## src/rtl/ootx_uart_frame_scheduler_if.sv

```systemverilog
// Source/UART bundle for the frame scheduler: per-source request, length and read port, plus the UART byte handshake.
// The master side is the scheduler; the slave side is the register file and UART.
interface ootx_uart_frame_scheduler_if #(
  parameter int NUM_SRC = 4
);
  logic [NUM_SRC-1:0]   req;
  logic [8*NUM_SRC-1:0] len;
  logic [NUM_SRC-1:0]   grant;
  logic [7:0]           rd_addr;
  logic [7:0]           rd_data;
  logic [NUM_SRC-1:0]   done;
  logic                 tx_dv;
  logic [7:0]           tx_byte;
  logic                 tx_done;
  logic                 busy;

  modport master (
    input  req, len, rd_data, tx_done,
    output grant, rd_addr, done, tx_dv, tx_byte, busy
  );

  modport slave (
    output req, len, rd_data, tx_done,
    input  grant, rd_addr, done, tx_dv, tx_byte, busy
  );
endinterface

```

## src/rtl/ootx_uart_frame_scheduler.sv

```systemverilog
// Round-robin shares one UART between sources, framing each as A5, ID, LEN, payload, CSUM (sum of all but A5).
// One byte per tx_done: header/CSUM bytes leave 1 cycle after tx_done, payload 2 (one-cycle fetch); a slow UART stalls the frame.
module ootx_uart_frame_scheduler #(
  parameter int NUM_SRC = 4,
  parameter int MAX_LEN = 64
) (
  input  logic                           clock,
  input  logic                           reset,
  ootx_uart_frame_scheduler_if.master    bus
);

  typedef enum logic [2:0] {IDLE, HDR, FETCH, SEND, WAIT, CSUM, FINISH} state_t;
  typedef enum logic [2:0] {K_SYNC, K_ID, K_LEN, K_PAY, K_CSUM} kind_t;

  localparam logic [7:0] SYNC_BYTE = 8'hA5;
  localparam logic [7:0] LEN_CAP   = 8'(MAX_LEN);

  state_t     state;
  kind_t      kind;
  logic [1:0] last;
  logic [1:0] id;
  logic [1:0] pick;
  logic [1:0] cand;
  logic       pick_vld;
  logic [7:0] len_q;
  logic [7:0] idx;
  logic [7:0] csum;
  logic [7:0] len_sel;
  logic [7:0] len_clip;
  logic [7:0] hdr_byte;

  // Search starts just after the last granted source so every requester gets a turn.
  always_comb begin
    pick_vld = 1'b0;
    pick     = '0;
    cand     = '0;
    for (int k = 1; k <= NUM_SRC; k++) begin
      cand = 2'((int'(last) + k) % NUM_SRC);
      if (!pick_vld && bus.req[cand]) begin
        pick_vld = 1'b1;
        pick     = cand;
      end
    end
  end

  assign len_sel  = bus.len[{pick, 3'b000} +: 8];
  assign len_clip = (len_sel > LEN_CAP) ? LEN_CAP : len_sel;

  always_comb begin
    hdr_byte = SYNC_BYTE;
    case (kind)
      K_ID:    hdr_byte = {6'd0, id};
      K_LEN:   hdr_byte = len_q;
      default: hdr_byte = SYNC_BYTE;
    endcase
  end

  always_ff @(posedge clock) begin
    if (reset) begin
      state       <= IDLE;
      kind        <= K_SYNC;
      last        <= 2'(NUM_SRC - 1);
      id          <= '0;
      len_q       <= '0;
      idx         <= '0;
      csum        <= '0;
      bus.grant   <= '0;
      bus.done    <= '0;
      bus.tx_dv   <= 1'b0;
      bus.tx_byte <= '0;
      bus.rd_addr <= '0;
      bus.busy    <= 1'b0;
    end else begin
      bus.tx_dv <= 1'b0;
      bus.done  <= '0;
      case (state)
        IDLE: begin
          if (pick_vld) begin
            id          <= pick;
            last        <= pick;
            len_q       <= len_clip;
            idx         <= '0;
            csum        <= '0;
            bus.rd_addr <= '0;
            bus.grant   <= NUM_SRC'(1) << pick;
            bus.busy    <= 1'b1;
            kind        <= K_SYNC;
            state       <= HDR;
          end
        end
        HDR: begin
          bus.tx_byte <= hdr_byte;
          bus.tx_dv   <= 1'b1;
          if (kind != K_SYNC) csum <= csum + hdr_byte;
          state <= WAIT;
        end
        FETCH: state <= SEND;
        SEND: begin
          bus.tx_byte <= bus.rd_data;
          bus.tx_dv   <= 1'b1;
          csum        <= csum + bus.rd_data;
          kind        <= K_PAY;
          state       <= WAIT;
        end
        CSUM: begin
          bus.tx_byte <= csum;
          bus.tx_dv   <= 1'b1;
          kind        <= K_CSUM;
          state       <= WAIT;
        end
        WAIT: begin
          if (bus.tx_done) begin
            case (kind)
              K_SYNC: begin kind <= K_ID;  state <= HDR; end
              K_ID:   begin kind <= K_LEN; state <= HDR; end
              K_LEN:  state <= (len_q != 8'd0) ? FETCH : CSUM;
              K_PAY: begin
                if (idx == len_q - 8'd1) begin
                  state <= CSUM;
                end else begin
                  idx         <= idx + 8'd1;
                  bus.rd_addr <= idx + 8'd1;
                  state       <= FETCH;
                end
              end
              default: begin
                bus.done  <= NUM_SRC'(1) << id;
                bus.grant <= '0;
                state     <= FINISH;
              end
            endcase
          end
        end
        FINISH: begin
          bus.busy <= 1'b0;
          state    <= IDLE;
        end
        default: state <= IDLE;
      endcase
    end
  end

endmodule

```

## src/flat_wrapper.sv

```systemverilog
// flat-port wrapper written by rule: the top's interface ports become plain ports
module ootx_uart_frame_scheduler_flat 
#(
  parameter int NUM_SRC = 4,
  parameter int MAX_LEN = 64
)
  (clock, reset, bus_req, bus_len, bus_rd_data, bus_tx_done, bus_grant, bus_rd_addr, bus_done, bus_tx_dv, bus_tx_byte, bus_busy);
  ootx_uart_frame_scheduler_if #(.NUM_SRC(NUM_SRC)) bus_i ();
  input  logic clock;
  input  logic reset;
  input wire logic [$bits(bus_i.req)-1:0] bus_req;
  input wire logic [$bits(bus_i.len)-1:0] bus_len;
  input wire logic [$bits(bus_i.rd_data)-1:0] bus_rd_data;
  input wire logic [$bits(bus_i.tx_done)-1:0] bus_tx_done;
  output wire logic [$bits(bus_i.grant)-1:0] bus_grant;
  output wire logic [$bits(bus_i.rd_addr)-1:0] bus_rd_addr;
  output wire logic [$bits(bus_i.done)-1:0] bus_done;
  output wire logic [$bits(bus_i.tx_dv)-1:0] bus_tx_dv;
  output wire logic [$bits(bus_i.tx_byte)-1:0] bus_tx_byte;
  output wire logic [$bits(bus_i.busy)-1:0] bus_busy;
  assign bus_i.req = bus_req;
  assign bus_i.len = bus_len;
  assign bus_i.rd_data = bus_rd_data;
  assign bus_i.tx_done = bus_tx_done;
  assign bus_grant = bus_i.grant;
  assign bus_rd_addr = bus_i.rd_addr;
  assign bus_done = bus_i.done;
  assign bus_tx_dv = bus_i.tx_dv;
  assign bus_tx_byte = bus_i.tx_byte;
  assign bus_busy = bus_i.busy;
  ootx_uart_frame_scheduler #(.NUM_SRC(NUM_SRC), .MAX_LEN(MAX_LEN)) u_core (.clock(clock), .reset(reset), .bus(bus_i));
endmodule
```

## config.mk

```make
export PLATFORM = sky130hd
export DESIGN_NAME = ootx_uart_frame_scheduler_flat
export DESIGN_NICKNAME = d
export VERILOG_FILES = /design/src/rtl/ootx_uart_frame_scheduler_if.sv /design/src/rtl/ootx_uart_frame_scheduler.sv /design/src/flat_wrapper.sv
export SDC_FILE = /design/constraint.sdc
export NUM_CORES = 1
export LEC_CHECK = 0
export CORE_MARGIN = 5
export CORE_UTILIZATION = 53
export CTS_BUF_LIST = sky130_fd_sc_hd__clkbuf_8
export DETAILED_ROUTE_END_ITERATION = 10
export PLACE_DENSITY = 0.86
export SLEW_MARGIN = 25
export SYNTH_ARGS = -nofsm -noshare
export SYNTH_HDL_FRONTEND = slang
export SYNTH_SLANG_ARGS = --single-unit
```

## constraint.sdc

```tcl
create_clock -name clock -period 4.2 [get_ports clock]
set_input_delay 0.84 -clock clock [delete_from_list [all_inputs] [get_ports clock]]
set_output_delay 0.84 -clock clock [all_outputs]
set_load 0.1 [all_outputs]
```

==> results by group <==
STA
  • Unrepaired setup endpoints after global routing: false
  • Worst-Margin Slew: 1.015 ns
  • Fmax: 291.4 MHz
  • Fin. max-slew vios: 0
  • Max-slew headroom: 0.3210
  • Hold Vio Cnt, Final: 0
  • Setup ws final: 0.7681 ns
  • Final setup viols: 0
  • Max Clock Skew: 0.01303 ns
  • Fin crit share: 0.8171
  • Sum Neg Setup Slack: 0 ns
  • WHS: 0.4841 ns
  • Tmin final: 3.432 ns

Clocking
  • Clock Tree Root: clkbuf_8
  • Cts bufs inserted: 5
  • Max H-tree Level: 2
  • Clk sinks: 52
  • Post-CTS Setup Bufs: 0
  • CTS Hold Buffers Added: 0
  • Worst-skew pair later-pin latency: 0.31 ns
  • CTS max path bufs: 2
  • TritonCTS clock tree: built
  • Worst-path clk slew: 0.10 ns
  • Post-CTS sizing: 0

Worst setup path
  • Top delay family on crit path: simple AND/OR/NAND/NOR gates
  • Worst path bufs/invs: 0
  • Arr. time, crit path: 3.68 ns
  • Crit Path Category: reg -> reg
  • Worst R2R Setup Slack: 0.77 ns
  • CP peak stage delay: 0.67 ns
  • Type of destination of the critical path: flop
  • Slowest-stage cell, CP: dfxtp_1
  • Worst-path fanout max: 17
  • Crit path cell chain: nor2b_4, and2_1, nor4b_1, nand2_1, nand2_1, ha_1, o21a_1, a2111o_1, and3_1, or4_1, a31oi_1
  • Worst setup SP type: flop
  • Crit. Startpoint: u_core.state[2]
  • Most common cell on crit path: nand2_1
  • Worst endpoint required time: 4.45 ns
  • R2R Path Start: u_core.state[2]

Layout
  • Synth-to-layout area growth: 23.61%
  • # nets final: 546
  • # diodes: 0
  • Share of layout cells above drive strength 1: 0.07771
  • Filler instances: 524
  • Multi-input gate area: 0.002246 mm²
  • Sequential cell area: 0.001041 mm²
  • Final std cell area, no fill: 0.004290 mm²

Yosys
  • Mapped Nets: 490
  • Area contributors post-synth: dfxtp_1 (30%), nor2_1 (6.4%), mux2i_1 (4.6%)
  • Register bit total from synthesis: 52
  • Register area share after synthesis: 0.2999
  • Most frequent cell after synthesis: nor2_1
  • Synth top cells by count: nor2_1 (59), dfxtp_1 (52), nand2_1 (35)
  • Largest area contributor in the netlist: dfxtp_1
  • Mapped Avg Cell Area: 8.034 µm²
  • Post-synth EDFFs: 0
  • Main synth FF type: dfxtp_1
  • Number of distinct library cells after synthesis: 70
  • Post-synthesis cell count: 432
  • Syn. warnings: 0
  • Share of the synthesized area in the top cell type: 0.2999
  • Mapped cell area: 0.003471 mm²
  • Post-synth ARST share: 0

Global route
  • GRT overflow: 0
  • Total GRT Usage: 0.2219
  • Initial antenna violation count: 0
  • Vias in the first global route: 3302
  • First-pass GRT wire length: 15430 µm
  • Largest net degree at the start of global routing: 44

Floorplanning
  • CORE AREA: 0.006350 mm²
  • Initial Utilization: 0.5466
  • Die area: 0.008267 mm²
  • Die H: 90.93 µm
  • Die X: 90.93 µm
  • Placement row count: 29
  • I/O pins: 73

Job
  • # Max-Cap Violations: 0

Power and ir drop
  • Gate power share: 0.577
  • Total design power: 0.002425 W
  • Sw frac: 0.5022
  • Psw: 0.001218 W
  • P_leak: 1.635 nW
  • Power Dens Cells: 565.1 mW/mm²
  • Sequential share of power: 0.302
  • Int Pwr: 0.001207 W
  • Maximum vdd drop: 0.4431 mV
  • Clock power share: 0.121

Place
  • IO Port Bufs: 72
  • Pre-CTS setup slack: 0.8310 ns
  • Gp weighted congestion: 0.8978
  • HPWL Detailed: 7152 µm
  • Placement Cell Area: 0.004203 mm²

Route
  • Final wirelength: 9572 µm
  • DRT antenna net count: 0
  • Vias/cell: 6.131
  • Via Count: 3470
  • Starting DRC count in detailed routing: 344
  • Routed WL per cell: 16.91 µm
  • TritonRoute pass-1 iters: 5
  • Remaining DRCs: 0

Status
  • Status: complete, no violations

Worst hold path
  • Hold/Removal Path Class: reg -> reg
  • Hold Crit Start: u_core.id[0]
## layout make-up
type,count,share of cell area
timing repair buffer,78,0.1785
clock buffer,5,0.01604
multi-input combinational,337,0.5235
inverter,14,0.01254
sequential,52,0.2426
clock inverter,3,0.004374
tap,77,0.02246
## placed cells by master, fill, tap and decap left out, types with 11 or more instances in the layout
master,Yosys,final
clkdlybuf4s50_1,0,72
nor2_1,59,59
dfxtp_1,52,52
nand2_1,35,35
a21oi_1,24,24
mux2i_1,16,16
nor3_1,15,15
o21ai_0,14,14
inv_1,13,13
a211oi_1,13,13
nand2b_1,11,11
## cells by family (layout without fill, tap and decap cells)
kind of cell,after synthesis,in the layout,synth area share
flip-flops,52,52,0.2999
AND/OR/NAND/NOR,174,174,0.2549
buffers and inverters,43,100,0.05299
multiplexers,23,23,0.06993
XOR/XNOR,10,10,0.02524
AO/OA/AOI/OAI,119,119,0.2552
adder cells (fa/ha/maj),11,11,0.04182
## worst paths after layout
check / to / cells after the start
worst min-delay path: u_core.bus.done[1] / 2
worst max register to register: u_core.csum[7] / 11
worst min register to register: u_core.bus.done[1] / 2
worst max-delay path: u_core.csum[7] / 11
## state kept, by name, indices dropped and copies added (netlist names)
name / flops
u_core.len_q: 8
u_core.state: 3
u_core.bus.done: 4
u_core.bus.busy: 1
u_core.bus.tx_dv: 1
u_core.id: 2
u_core.bus.tx_byte: 8
u_core.bus.grant: 4
u_core.bus.rd_addr: 8
u_core.last: 2
u_core.kind: 3
u_core.csum: 8
## routing by layer
layer  share of wire  GRT usage  wire [µm]  vias to the layer above
met5               0          0          0                        -
met4           0.013    0.06601        126                        0
met3           0.058    0.03417        553                       14
met2            0.51     0.3852       4914                      140
met1            0.42     0.2824       3977                     1642
li1                -          -          -                     1674
## metrics by stage
stage | util | std cells
after detailed placement | 0.6619 | 558
final | 0.6757 | 566
after global routing | 0.6757 | 566
after floorplan | - | 432
after global placement | 0.6619 | 558
after CTS | 0.6757 | 566
## power by group through the flow
stage / clock, W / sequential [W] / combinational [W]
floorplan: 0 / 0.000989 / 0.000796
global placement: 0 / 0.000732 / 0.00135
detailed placement: 0 / 0.000739 / 0.00139
CTS: 0.000291 / 0.000728 / 0.00139
global route: 0.000315 / 0.000749 / 0.00151
finish: 0.000293 / 0.000733 / 0.00140
## worst reg2reg max path: stages, from the launching register on
cell      delay [ns]
dfxtp_1         0.67
nor2b_4         0.10
and2_1          0.29
nor4b_1         0.46
nand2_1         0.10
nand2_1         0.09
ha_1            0.26
o21a_1          0.19
a2111o_1        0.41
and3_1          0.16
or4_1           0.46
a31oi_1         0.17
No activity file was read; power rests on OpenSTA's default activity.
